**config.mk**
```make
export PLATFORM = sky130hd
export DESIGN_NAME = stable_output_driver
export DESIGN_NICKNAME = d
export VERILOG_FILES = /design/src/rtl/stable_output_driver_pkg.sv /design/src/rtl/stable_output_driver_hold_timer.sv /design/src/rtl/stable_output_driver.sv
export SDC_FILE = /design/constraint.sdc
export NUM_CORES = 1
export LEC_CHECK = 0
export CORE_AREA = 2 2 39 41
export DETAILED_ROUTE_END_ITERATION = 8
export DIE_AREA = 0 0 41 43
export GPL_ROUTABILITY_DRIVEN = 0
export SLEW_MARGIN = 40
export SYNTH_ARGS = -nofsm -noshare
export SYNTH_HDL_FRONTEND = slang
export SYNTH_SLANG_ARGS = --single-unit
```
**constraint.sdc**
```tcl
create_clock -name clock -period 2.1 [get_ports clock]
set_input_delay 0.63 -clock clock [delete_from_list [all_inputs] [get_ports clock]]
set_output_delay 0.63 -clock clock [all_outputs]
set_load 0.01 [all_outputs]
```
**src/rtl/stable_output_driver_pkg.sv**
```systemverilog
// stable_output_driver_pkg: shared state encoding for the stable output driver family
package stable_output_driver_pkg;
    typedef enum logic {
        STATE_IDLE = 1'b0,
        STATE_HOLD = 1'b1
    } state_t;
endpackage

```
**src/rtl/stable_output_driver_hold_timer.sv**
```systemverilog
// hold_timer: loadable down-counter that flags when the minimum hold time has elapsed
module hold_timer #(
    parameter int timerWidth = 4
) (
    input  logic                  clock,
    input  logic                  reset,
    input  logic                  load,
    input  logic [timerWidth-1:0] loadValue,
    input  logic                  decrement,
    output logic                  zero
);
    logic [timerWidth-1:0] timer;

    // Load has priority; the decrement is only requested when the count is nonzero.
    always_ff @(posedge clock) begin
        if (reset) timer <= '0;
        else if (load) timer <= loadValue;
        else if (decrement) timer <= timer - 1'b1;
    end

    assign zero = (timer == '0);
endmodule

```
**src/rtl/stable_output_driver.sv**
```systemverilog
// stable_output_driver: drives a 1-bit output so each new value holds for holdCycles+1 periods; STABLE_OUTPUT_DRIVER_COALESCE_EN makes the pending slot latest-wins
module stable_output_driver
    import stable_output_driver_pkg::*;
#(
    parameter int                  timerWidth = 4,
    parameter logic [timerWidth-1:0] holdCycles = 4'd15,
    parameter logic                resetValue = 1'b0
) (
    input  logic clock,
    input  logic reset,
    input  logic writeValid,
    input  logic writeData,
    output logic writeReady,
    output logic dataOut,
    output logic busy,
    output logic pending
);
    state_t state;
    logic   pendingValid;
    logic   pendingData;
    logic   accept;
    logic   timerZero;
    logic   expiring;
    logic   candValid;
    logic   candData;
    logic   apply;

`ifdef STABLE_OUTPUT_DRIVER_COALESCE_EN
    assign writeReady = 1'b1;
    assign candData   = (pendingValid && !accept) ? pendingData : writeData;
`else
    assign writeReady = !pendingValid;
    assign candData   = pendingValid ? pendingData : writeData;
`endif

    assign accept    = writeValid && writeReady;
    assign expiring  = (state == STATE_IDLE) || timerZero;
    assign candValid = pendingValid || accept;
    assign apply     = expiring && candValid && (candData != dataOut);
    assign busy      = (state == STATE_HOLD);
    assign pending   = pendingValid;

    hold_timer #(.timerWidth(timerWidth)) holdTimer (
        .clock    (clock),
        .reset    (reset),
        .load     (apply),
        .loadValue(holdCycles),
        .decrement((state == STATE_HOLD) && !timerZero),
        .zero     (timerZero)
    );

    // Output register, FSM and pending slot; a new value is driven only once the previous hold has expired.
    always_ff @(posedge clock) begin
        if (reset) begin
            dataOut      <= resetValue;
            state        <= STATE_IDLE;
            pendingValid <= 1'b0;
            pendingData  <= 1'b0;
        end else begin
            if (apply) begin
                dataOut <= candData;
                state   <= STATE_HOLD;
            end else if (expiring) begin
                state <= STATE_IDLE;
            end
            if (state == STATE_HOLD && timerZero) begin
                pendingValid <= 1'b0;
            end else if (state == STATE_HOLD && accept) begin
                pendingValid <= 1'b1;
                pendingData  <= writeData;
            end
        end
    end
endmodule

```
* After elaboration in Yosys (flattened, before gate mapping) *
Cells that the tools add are included.
Widths: inputs -> output; s select.

storage, ports and cells
  bits in registers = 8
  input port bits = 4
  output and inout bits = 4
  word-level logic and storage cells = 29

cells by class
  add/sub/neg operators = 1
  equality and inequality tests = 1
  multiplexer cells = 5
  bitwise operators = 2
  reductions and logical operators = 15

operators with widths
  cell                 count
  $mux 4               2
  $logic_and 1x1->1    6
  $logic_not 4->1      1
  $reduce_bool 2->1    2
  $sub 4x1->4 const B  1
  $mux 1               3
  $logic_not 1->1      2
  $logic_or 1x1->1     2
  $not 1->1            2
  $reduce_and 2->1     1
  $reduce_or 2->1      1
  $ne 1x1->1           1

* Depth between registers and ports, before layout *
Gate-level depths: netlist of run 1.

  depth after elaboration = 6
  depth in mapped cells = 5
  depth with buffers taken out = 5

* Modules after synthesis *
A second synthesis of run 1 with hierarchy kept.

second synthesis, totals
  cells, all modules = 52
  area, all modules = 473.0 µm²

modules (own cells, without submodules)
  module                times used  cells an instance  area an instance (µm²)  seq. area each (µm²)
  stable_output_driver  1           26                 240.2                   80.1
  hold_timer            1           26                 232.7                   80.1

* Worst setup path before layout of run 1 *
No wires, ideal clock.

  kind = flip-flop to flip-flop
  start = reg holdTimer.timer[0]
  end = reg holdTimer.timer[0]
  library setup time = 0.083 ns
  arrival time = 1.443 ns
  data required time = 2.017 ns
  path slack = 0.575 ns
  cell stages (with the launch flop) = 6
  buffers on the path = 0
  period minus slack after synthesis = 1.525 ns
  cells stage by stage = dfxtp_1 inv_1 ha_1 or3b_4 a211o_1 o221ai_1

on the way
  cells in the longest elaborated chain, start to end = 5
  elaborated cells on any way between the ends = 10
  those cells by class = add/sub (1); mux (2); reduce/logical (7)

ends and longest elaborated chain
  item                                                                 line                                   text
  start, declared                                                      stable_output_driver_hold_timer.sv:12  logic [timerWidth-1:0] timer;
  start signal, assigned                                               stable_output_driver_hold_timer.sv:17  else if (load) timer <= loadValue;
  start signal, assigned                                               stable_output_driver_hold_timer.sv:18  else if (decrement) timer <= timer - 1'b1;
  parallel branches: the longest is 5 deep, another holds $sub 4x1->4  n/a

Several ways; the timed one is not identified. The select of a mux whose other input is x is not followed.
A chain may end at the register's enable or synchronous reset.

* Worst setup path after layout of run 1 *
  start = reg pendingValid (netlist: pending)
  end = out pending

RTL lines
  item                    line                        text
  start, declared         stable_output_driver.sv:19  logic pendingValid;
  start signal, assigned  stable_output_driver.sv:57  pendingValid <= 1'b0;
  start signal, assigned  stable_output_driver.sv:67  pendingValid <= 1'b0;
  start signal, assigned  stable_output_driver.sv:69  pendingValid <= 1'b1;
  end, declared           stable_output_driver.sv:16  output logic pending

No word-level cell between the ends.

==> flow_summary.json, run 1 <==
{
  "arrival_ns": 1.27,
  "cts_sinks": 8,
  "synth_edf_count": 0,
  "grt_usage": 0.126,
  "path_delay_family": "buffers and inverters",
  "slew_violations": 0,
  "cts_tree": "done",
  "syn_nets": 52,
  "internal_power_uw": 449,
  "ys.flop_type": "dfxtp_1",
  "vias": 393,
  "n_antenna_cell": 0,
  "p_comb_frac": 0.480,
  "pwr-share-seq": 0.346,
  "cts.clk_slew.worst_paths_ns": 0.06,
  "fp.dieW_um": 41,
  "postCtsSetupBuffers": 0,
  "power_density_nw_per_um2": 1330,
  "rsz0062_at_grt": "false",
  "dpl.hpwl_um": 664,
  "cp_data_required_time_ns": 1.47,
  "p_leak_nw": 0.209,
  "rows": 14,
  "timing.final.crit_period_ns": 1.90,
  "synth_cell_types": 24,
  "critPathLaunchType": "register",
  "finalCritPeriodShare": 0.907,
  "cts_buffers": 3,
  "initial_core_util": 0.301,
  "worstSetupPathType": "reg -> out",
  "grtUsageMet3": 0.0314,
  "setup-violations-final": 0,
  "cp_max_fo": 7,
  "postPlaceCellArea_um2": 526,
  "drc": 0,
  "grt_max_degree": 11,
  "wl_per_cell_um": 12.1,
  "busiest_layer": "met2",
  "timing.fmax_ghz": 0.525,
  "hold_slack_ns": 0.543,
  "core_um2": 1380,
  "grt_pass1_vias": 359,
  "viasPerCell": 5.24,
  "worstSetupEndpointType": "output port",
  "synth_seq_area_share": 0.384,
  "drt_wl_total_um": 911,
  "rr_startpoint": "holdTimer.timer[0]$_SDFFE_PP0P_",
  "grt_overflow": 0,
  "synthArstFlopShare": 0,
  "outcome": "finished, final reports clean",
  "hold_viol": 0,
  "worstMarginPinSlew_ns": 0.338,
  "die_h_um": 43,
  "drt-initial-drc-count": 2,
  "ys_ff_latch": 8,
  "dr.pass1.iters": 2,
  "fin_area_um2": 548,
  "syn_inst": 47,
  "path_cells": "clkdlybuf4s50_1",
  "multi_input_area_um2": 230,
  "syn_to_final_growth_pct": 31.5,
  "synth_area_um2": 417,
  "use_met1": 0.142,
  "grt_util_met2": 0.178,
  "layout-drive-gt1-share": 0.153,
  "setup_tns_ns": 0,
  "p_sw_frac": 0.385,
  "io-pin-count": 8,
  "antenna_found_initial": 0,
  "max_slew_margin": 0.771,
  "grt_pass1_wl_um": 1460,
  "fillCellCount": 149,
  "cts_max_level": 1,
  "max_cap_viol_count": 0,
  "p_sw_uw": 281,
  "hold_path_class": "reg -> reg",
  "ys_warn_count": 0,
  "clk_latency_ns": 0.26,
  "startpoint": "pending$_SDFFE_PP0P_",
  "dieArea_um2": 1760,
  "clock-root-buffer": "clkbuf_4",
  "ir_worst_vdd_v": 0.000408,
  "final_core_util": 0.396,
  "seqCellArea_um2": 160,
  "path_buf_inv": 1,
  "clock_power_share": 0.174,
  "skew_ns": 0.000533,
  "syn_area_per_cell_um2": 8.86,
  "slowest_delay_ns": 0.57,
  "nets": 66,
  "portBuffers": 7,
  "final_antenna_net_count": 0,
  "cts_resized": 0,
  "cp_slowest_cell": "clkdlybuf4s50_1",
  "cts_hold_buffers": 0,
  "clock_path_buffers": 2,
  "min_from": "pendingData$_SDFFE_PP0P_"
}
[registers in the layout (all words and copies together) (netlist names)]
name and cells:
pending 1, busy 1, pendingData 1, holdTimer.timer 4, dataOut 1
[final cells by class]
type                            instances  share of cell area
Inverter                                6              0.0411
Timing Repair Buffer                   10               0.169
Clock buffer                            3              0.0411
Tap cell                               16              0.0365
Multi-Input combinational cell         32               0.420
Sequential cell                         8               0.292
[layer usage]
layer | part of all wire | wire length (um)
met4 | 0.042 | 38
met3 | 0.026 | 24
met1 | 0.48 | 435
met2 | 0.45 | 411
met5 | 0 | 0
[power by group through the flow]
stage / Clock, mW / Sequential, mW / Combinational (mW)
CTS: 0.130 / 0.252 / 0.349
detailed placement: 0 / 0.256 / 0.348
global placement: 0 / 0.255 / 0.346
finish: 0.127 / 0.252 / 0.351
global route: 0.135 / 0.261 / 0.387
floorplan: 0 / 0.251 / 0.224
[final timing paths]
check                                                        to  slack [ns]  cells after the start
worst max register to register  holdTimer.timer[1]$_SDFFE_PP0P_        0.43                      5
worst max-delay path                                    pending        0.20                      1
worst min register to register         pendingData$_SDFFE_PP0P_        0.54                      3
worst min-delay path                   pendingData$_SDFFE_PP0P_        0.54                      3
[cells in the final DEF, fill, tap and decap left out, types with 3 or more instances in the layout]
master / Yosys / final
clkbuf_4: 0 / 3
nand2_1: 3 / 3
o221ai_1: 3 / 3
clkdlybuf4s50_1: 0 / 7
buf_4: 0 / 3
inv_1: 6 / 6
a21oi_1: 3 / 3
dfxtp_1: 8 / 8
o211ai_1: 3 / 3
[metrics by stage]
stage               power (mW)  worst slack, ns  instances
floorplan                0.474            0.575         47
global placement         0.601            0.190         72
detailed placement       0.604            0.174         72
CTS                      0.732            0.183         75
global route             0.783            0.111         75
finish                   0.730            0.195         75
[cells by family (layout without fill, tap and decap cells)]
family / after synthesis / in the layout / synth area share
flops: 8 / 8 / 0.384
simple gates: 13 / 13 / 0.186
xor+xnor: 1 / 1 / 0.0210
mux: 2 / 2 / 0.0480
compound gates: 15 / 15 / 0.267
buf+inv: 7 / 19 / 0.0631
fa+ha+maj: 1 / 1 / 0.0300
[synth_stat cells, types with 2 or more instances]
cell,instances,share of area
a21oi_1,3,0.036
dfxtp_1,8,0.38
inv_1,6,0.054
mux2i_1,2,0.048
nand2_1,3,0.027
nor2_1,2,0.018
o211ai_1,3,0.054
o221ai_1,3,0.063
o22ai_1,2,0.030
Power figures use the tool's default switching activity.
==> run 2, diff against run 1 <==
--- a/config.mk
+++ b/config.mk
@@ -9,6 +9,7 @@
 export DETAILED_ROUTE_END_ITERATION = 8
 export DIE_AREA = 0 0 41 43
 export GPL_ROUTABILITY_DRIVEN = 0
+export PLACE_DENSITY = 0.53
 export SLEW_MARGIN = 40
 export SYNTH_ARGS = -nofsm -noshare
 export SYNTH_HDL_FRONTEND = slang
==> flow_summary.json, run 2 (synthesis results as in run 1) <==
{
  "fin_cells": 74,
  "io-pin-count": 8,
  "layout-drive-gt1-share": 0.138,
  "setup_tns_ns": 0,
  "antenna_found_initial": 0,
  "finalCritPeriodShare": 0.909,
  "worstSetupPathType": "reg -> out",
  "cts_hold_buffers": 0,
  "skew_ns": 0.00178,
  "vias": 392,
  "syn_to_final_growth_pct": 29.7,
  "regMostFlops": "holdTimer.timer",
  "cts_max_level": 1,
  "cts_buffers": 3,
  "hold_viol": 0,
  "timing.final.crit_period_ns": 1.91,
  "path_buf_inv": 1,
  "die_h_um": 43,
  "ir_worst_vdd_v": 0.000414,
  "cp_data_required_time_ns": 1.47,
  "rows": 14,
  "place_inst": 71,
  "worstMarginPinSlew_ns": 0.375,
  "mostFrequentLayoutCells": "dfxtp_1, clkdlybuf4s50_1, inv_1",
  "fp.dieW_um": 41,
  "clk_latency_ns": 0.25,
  "worstSetupEndpointType": "output port",
  "postCtsSetupBuffers": 0,
  "clock-root-buffer": "clkbuf_4",
  "cp_slowest_cell": "clkdlybuf4s50_1",
  "slowest_delay_ns": 0.58,
  "hold_path_class": "reg -> reg",
  "fillCellCount": 133,
  "final_common_cell": "dfxtp_1",
  "p_leak_nw": 0.205,
  "cts_resized": 0,
  "cp_max_fo": 7,
  "max_cap_viol_count": 0,
  "fin_area_um2": 541,
  "nets": 65,
  "clock_path_buffers": 2,
  "path_delay_family": "buffers and inverters",
  "dr.pass1.iters": 4,
  "max_slew_margin": 0.746,
  "dieArea_um2": 1760,
  "critPathLaunchType": "register",
  "path_cells": "clkdlybuf4s50_1",
  "viasPerCell": 5.30,
  "grt_max_degree": 11,
  "power_density_nw_per_um2": 1330,
  "cts.clk_slew.worst_paths_ns": 0.05,
  "final_antenna_net_count": 0,
  "cts_tree": "done",
  "rsz0062_at_grt": "false",
  "postPlaceCellArea_um2": 518,
  "drt-initial-drc-count": 14,
  "grt_pass1_vias": 405,
  "setup-violations-final": 0,
  "reg2reg_slack_ns": 0.41,
  "timing.fmax_ghz": 0.524,
  "wl_per_cell_um": 11.8,
  "outcome": "finished, final reports clean",
  "slew_violations": 0,
  "cts_sinks": 8,
  "core_um2": 1380,
  "grt_overflow": 0,
  "n_antenna_cell": 0,
  "initial_core_util": 0.301,
  "arrival_ns": 1.28,
  "drc": 0,
  "grt_usage": 0.137,
  "grt_pass1_wl_um": 1640,
  "drt_wl_total_um": 871,
  "largest_register_ffs": 4,
  "dpl.hpwl_um": 684,
  "portBuffers": 7
}
## run 2: cell count changes in the layout (fill, tap and decap cells not counted), sizes merged
cell,before,now
buf,3,2
## run 2: final timing paths
path	from	endpoint	depth (start not counted)
setup reg to reg	holdTimer.timer[0]$_SDFFE_PP0P_	holdTimer.timer[0]$_SDFFE_PP0P_	5
setup / recovery	pending$_SDFFE_PP0P_	pending	1
hold / removal	pendingData$_SDFFE_PP0P_	pendingData$_SDFFE_PP0P_	3
hold reg to reg	pendingData$_SDFFE_PP0P_	pendingData$_SDFFE_PP0P_	3
## run 2: layout make-up
class	instances	area (um2)	share of cell area
clock buffer	3	22.5	0.0417
sequential	8	160	0.296
timing repair buffer	9	85.1	0.157
multi-input combinational	32	230	0.426
inverter	6	22.5	0.0417
tap	16	20.0	0.0370
## run 2: where the power goes
group | leakage, nW | internal, mW | switching (mW)
Clock | 0.0138 | 0.0653 | 0.0504
Sequential | 0.0661 | 0.205 | 0.0497
Combinational | 0.125 | 0.175 | 0.174
## run 2: metrics by stage
| step | hold slack, ns | power, mW | worst slack (ns) | utilization |
|---|---|---|---|---|
| floorplan | 0.500 | 0.474 | 0.575 | - |
| global placement | 0.534 | 0.604 | 0.175 | 0.374 |
| detailed placement | 0.533 | 0.603 | 0.171 | 0.374 |
| CTS | 0.540 | 0.722 | 0.176 | 0.391 |
| global route | 0.576 | 0.801 | 0.126 | 0.391 |
| finish | 0.536 | 0.719 | 0.191 | 0.391 |
## run 2: metal layers
| layer | part of all wire | wire length [um] | global-route usage | up-vias |
|---|---|---|---|---|
| met5 | 0 | 0 | 0 | - |
| met4 | 0 | 0 | 0.0333 | 0 |
| met3 | 0.042 | 37 | 0.0838 | 0 |
| met2 | 0.43 | 375 | 0.194 | 9 |
| met1 | 0.52 | 457 | 0.172 | 182 |
| li1 | - | - | - | 201 |
==> run 3, diff against run 2 <==
--- a/config.mk
+++ b/config.mk
@@ -5,11 +5,13 @@
 export SDC_FILE = /design/constraint.sdc
 export NUM_CORES = 1
 export LEC_CHECK = 0
+export ABC_AREA = 1
 export CORE_AREA = 2 2 39 41
 export DETAILED_ROUTE_END_ITERATION = 8
 export DIE_AREA = 0 0 41 43
 export GPL_ROUTABILITY_DRIVEN = 0
-export PLACE_DENSITY = 0.53
+export PLACE_DENSITY = 0.54
+export SKIP_CTS_REPAIR_TIMING = 1
 export SLEW_MARGIN = 40
 export SYNTH_ARGS = -nofsm -noshare
 export SYNTH_HDL_FRONTEND = slang
==> flow_summary.json, run 3 <==
{
  "timing.final.crit_period_ns": 1.87,
  "clock_power_share": 0.253,
  "synth_seq_area_share": 0.372,
  "grt_pass1_wl_um": 1480,
  "path_cells": "clkdlybuf4s50_1",
  "clk_latency_ns": 0.26,
  "antenna_found_initial": 0,
  "drc": 0,
  "cp_slowest_cell": "clkdlybuf4s50_1",
  "drt_wl_total_um": 900,
  "syn_area_per_cell_um2": 6.73,
  "n_antenna_cell": 0,
  "wl_per_cell_um": 9.89,
  "regMostFlops": "holdTimer.timer",
  "layout-drive-gt1-share": 0.147,
  "synth_area_um2": 430,
  "cp_max_fo": 5,
  "grt_max_degree": 7,
  "syn_nets": 69,
  "p_sw_frac": 0.359,
  "ir_worst_vdd_v": 0.000468,
  "die_h_um": 43,
  "nets": 82,
  "grt_pass1_vias": 344,
  "path_delay_family": "buffers and inverters",
  "synth_common_cells": "nand2_1, inv_1, dfxtp_1, nand3_1, a21oi_1",
  "power_density_nw_per_um2": 881,
  "worstSetupPathType": "reg -> out",
  "synthArstFlopShare": 0,
  "ys_warn_count": 0,
  "core_um2": 1380,
  "pwr-share-seq": 0.405,
  "ys_ff_latch": 8,
  "rsz0062_at_grt": "false",
  "ys.flop_type": "dfxtp_1",
  "syn_to_final_growth_pct": 27.9,
  "arrival_ns": 1.24,
  "final_common_cell": "nand2_1",
  "synth_cell_types": 16,
  "final_antenna_net_count": 0,
  "worstSetupEndpointType": "output port",
  "cts_tree": "done",
  "skew_ns": 0.0122,
  "yosysMostFrequentCell": "nand2_1",
  "synth_edf_count": 0,
  "fin_area_um2": 551,
  "yosysTopAreaCellShare": 0.372,
  "timing.fmax_ghz": 0.535,
  "mostFrequentLayoutCells": "nand2_1, inv_1, dfxtp_1",
  "critPathLaunchType": "register",
  "drt-initial-drc-count": 6,
  "p_comb_frac": 0.343,
  "max_cap_viol_count": 0,
  "io-pin-count": 8,
  "viasPerCell": 4.70,
  "slowest_delay_ns": 0.56,
  "largest_register_ffs": 4,
  "grt_usage": 0.128,
  "dpl.hpwl_um": 671,
  "rows": 14,
  "setup-violations-final": 0,
  "p_sw_uw": 174,
  "worstMarginPinSlew_ns": 0.269,
  "initial_core_util": 0.311,
  "fillCellCount": 147,
  "synth_top_area_cell": "dfxtp_1",
  "p_leak_nw": 0.248,
  "postPlaceCellArea_um2": 528,
  "dr.pass1.iters": 4,
  "slew_violations": 0,
  "cts_max_level": 1,
  "internal_power_uw": 311,
  "path_buf_inv": 1,
  "fp.dieW_um": 41,
  "max_slew_margin": 0.820,
  "clock-root-buffer": "clkbuf_4",
  "setup_tns_ns": 0,
  "grt_overflow": 0,
  "hold_path_class": "reg -> reg",
  "clock_path_buffers": 2,
  "vias": 428,
  "dieArea_um2": 1760,
  "finalCritPeriodShare": 0.889,
  "cts.clk_slew.worst_paths_ns": 0.06,
  "portBuffers": 7,
  "netlist_top_cells_area": "dfxtp_1, nand2_1, inv_1, nand3_1, a21oi_1",
  "syn_inst": 64,
  "cts_sinks": 8,
  "cts_buffers": 3,
  "hold_viol": 0,
  "outcome": "finished, final reports clean",
  "cp_data_required_time_ns": 1.47
}
run 3: changes by cell type in the layout (fill, tap and decap cells not counted), moves of 2 or more:
cell,previous run,this run
a21oi_1,3,5
nand2_1,3,17
mux2i_1,2,0
nor2_1,2,4
inv_1,6,9
a21oi_2,0,2
o22ai_1,2,0
o21ai_0,0,2
nand3_1,1,6
nor3_1,0,3
inv_2,0,2
o221ai_1,3,0
o211ai_1,3,0
run 3: path summary, 6_finish.rpt:
check / from / to / slack [ns] / depth (start not counted)
setup / recovery: pending$_SDFFE_PP0P_ / pending / 0.23 / 1
hold / removal: pendingData$_SDFFE_PP0P_ / pendingData$_SDFFE_PP0P_ / 0.47 / 2
setup reg to reg: holdTimer.timer[0]$_SDFFE_PP0P_ / holdTimer.timer[2]$_SDFFE_PP0P_ / 0.73 / 7
hold reg to reg: pendingData$_SDFFE_PP0P_ / pendingData$_SDFFE_PP0P_ / 0.47 / 2
run 3: logic make-up after synthesis:
group | after synthesis | synth area share
and+or+nand+nor | 34 | 0.369
buffers and inverters | 11 | 0.0959
AOI/OAI and AO/OA | 10 | 0.134
DFF | 8 | 0.372
adders and majority gates | 1 | 0.0291
run 3: power groups by stage:
stage | registers [mW] | clock network [mW] | logic, mW
floorplan | 0.201 | 0 | 0.114
global placement | 0.199 | 0 | 0.166
detailed placement | 0.199 | 0 | 0.166
CTS | 0.196 | 0.130 | 0.167
global route | 0.199 | 0.137 | 0.188
finish | 0.196 | 0.123 | 0.166
run 3: area by class of cell:
class / count / area, um2 / area share
clock buffer: 3 / 22.5 / 0.0409
inverter: 11 / 41.3 / 0.0750
multi-input combinational: 45 / 229 / 0.416
sequential: 8 / 160 / 0.291
tap: 16 / 20.0 / 0.0364
timing repair buffer: 8 / 77.6 / 0.141
run 3: metrics by stage:
step | hold slack (ns) | power [mW] | worst slack [ns] | utilization | instances
final | 0.465 | 0.485 | 0.232 | 0.398 | 91
after global routing | 0.502 | 0.524 | 0.131 | 0.398 | 91
after CTS | 0.470 | 0.493 | 0.223 | 0.398 | 91
after detailed placement | 0.462 | 0.365 | 0.376 | 0.382 | 88
after global placement | 0.451 | 0.366 | 0.382 | 0.382 | 88
after floorplan | 0.433 | 0.315 | 0.886 | - | 64
run 3: routing by layer:
metal | wire length, um | GRT usage
met5 | 0 | 0
met2 | 401 | 0.169
met4 | 0 | 0.0400
met3 | 69 | 0.0785
met1 | 429 | 0.167
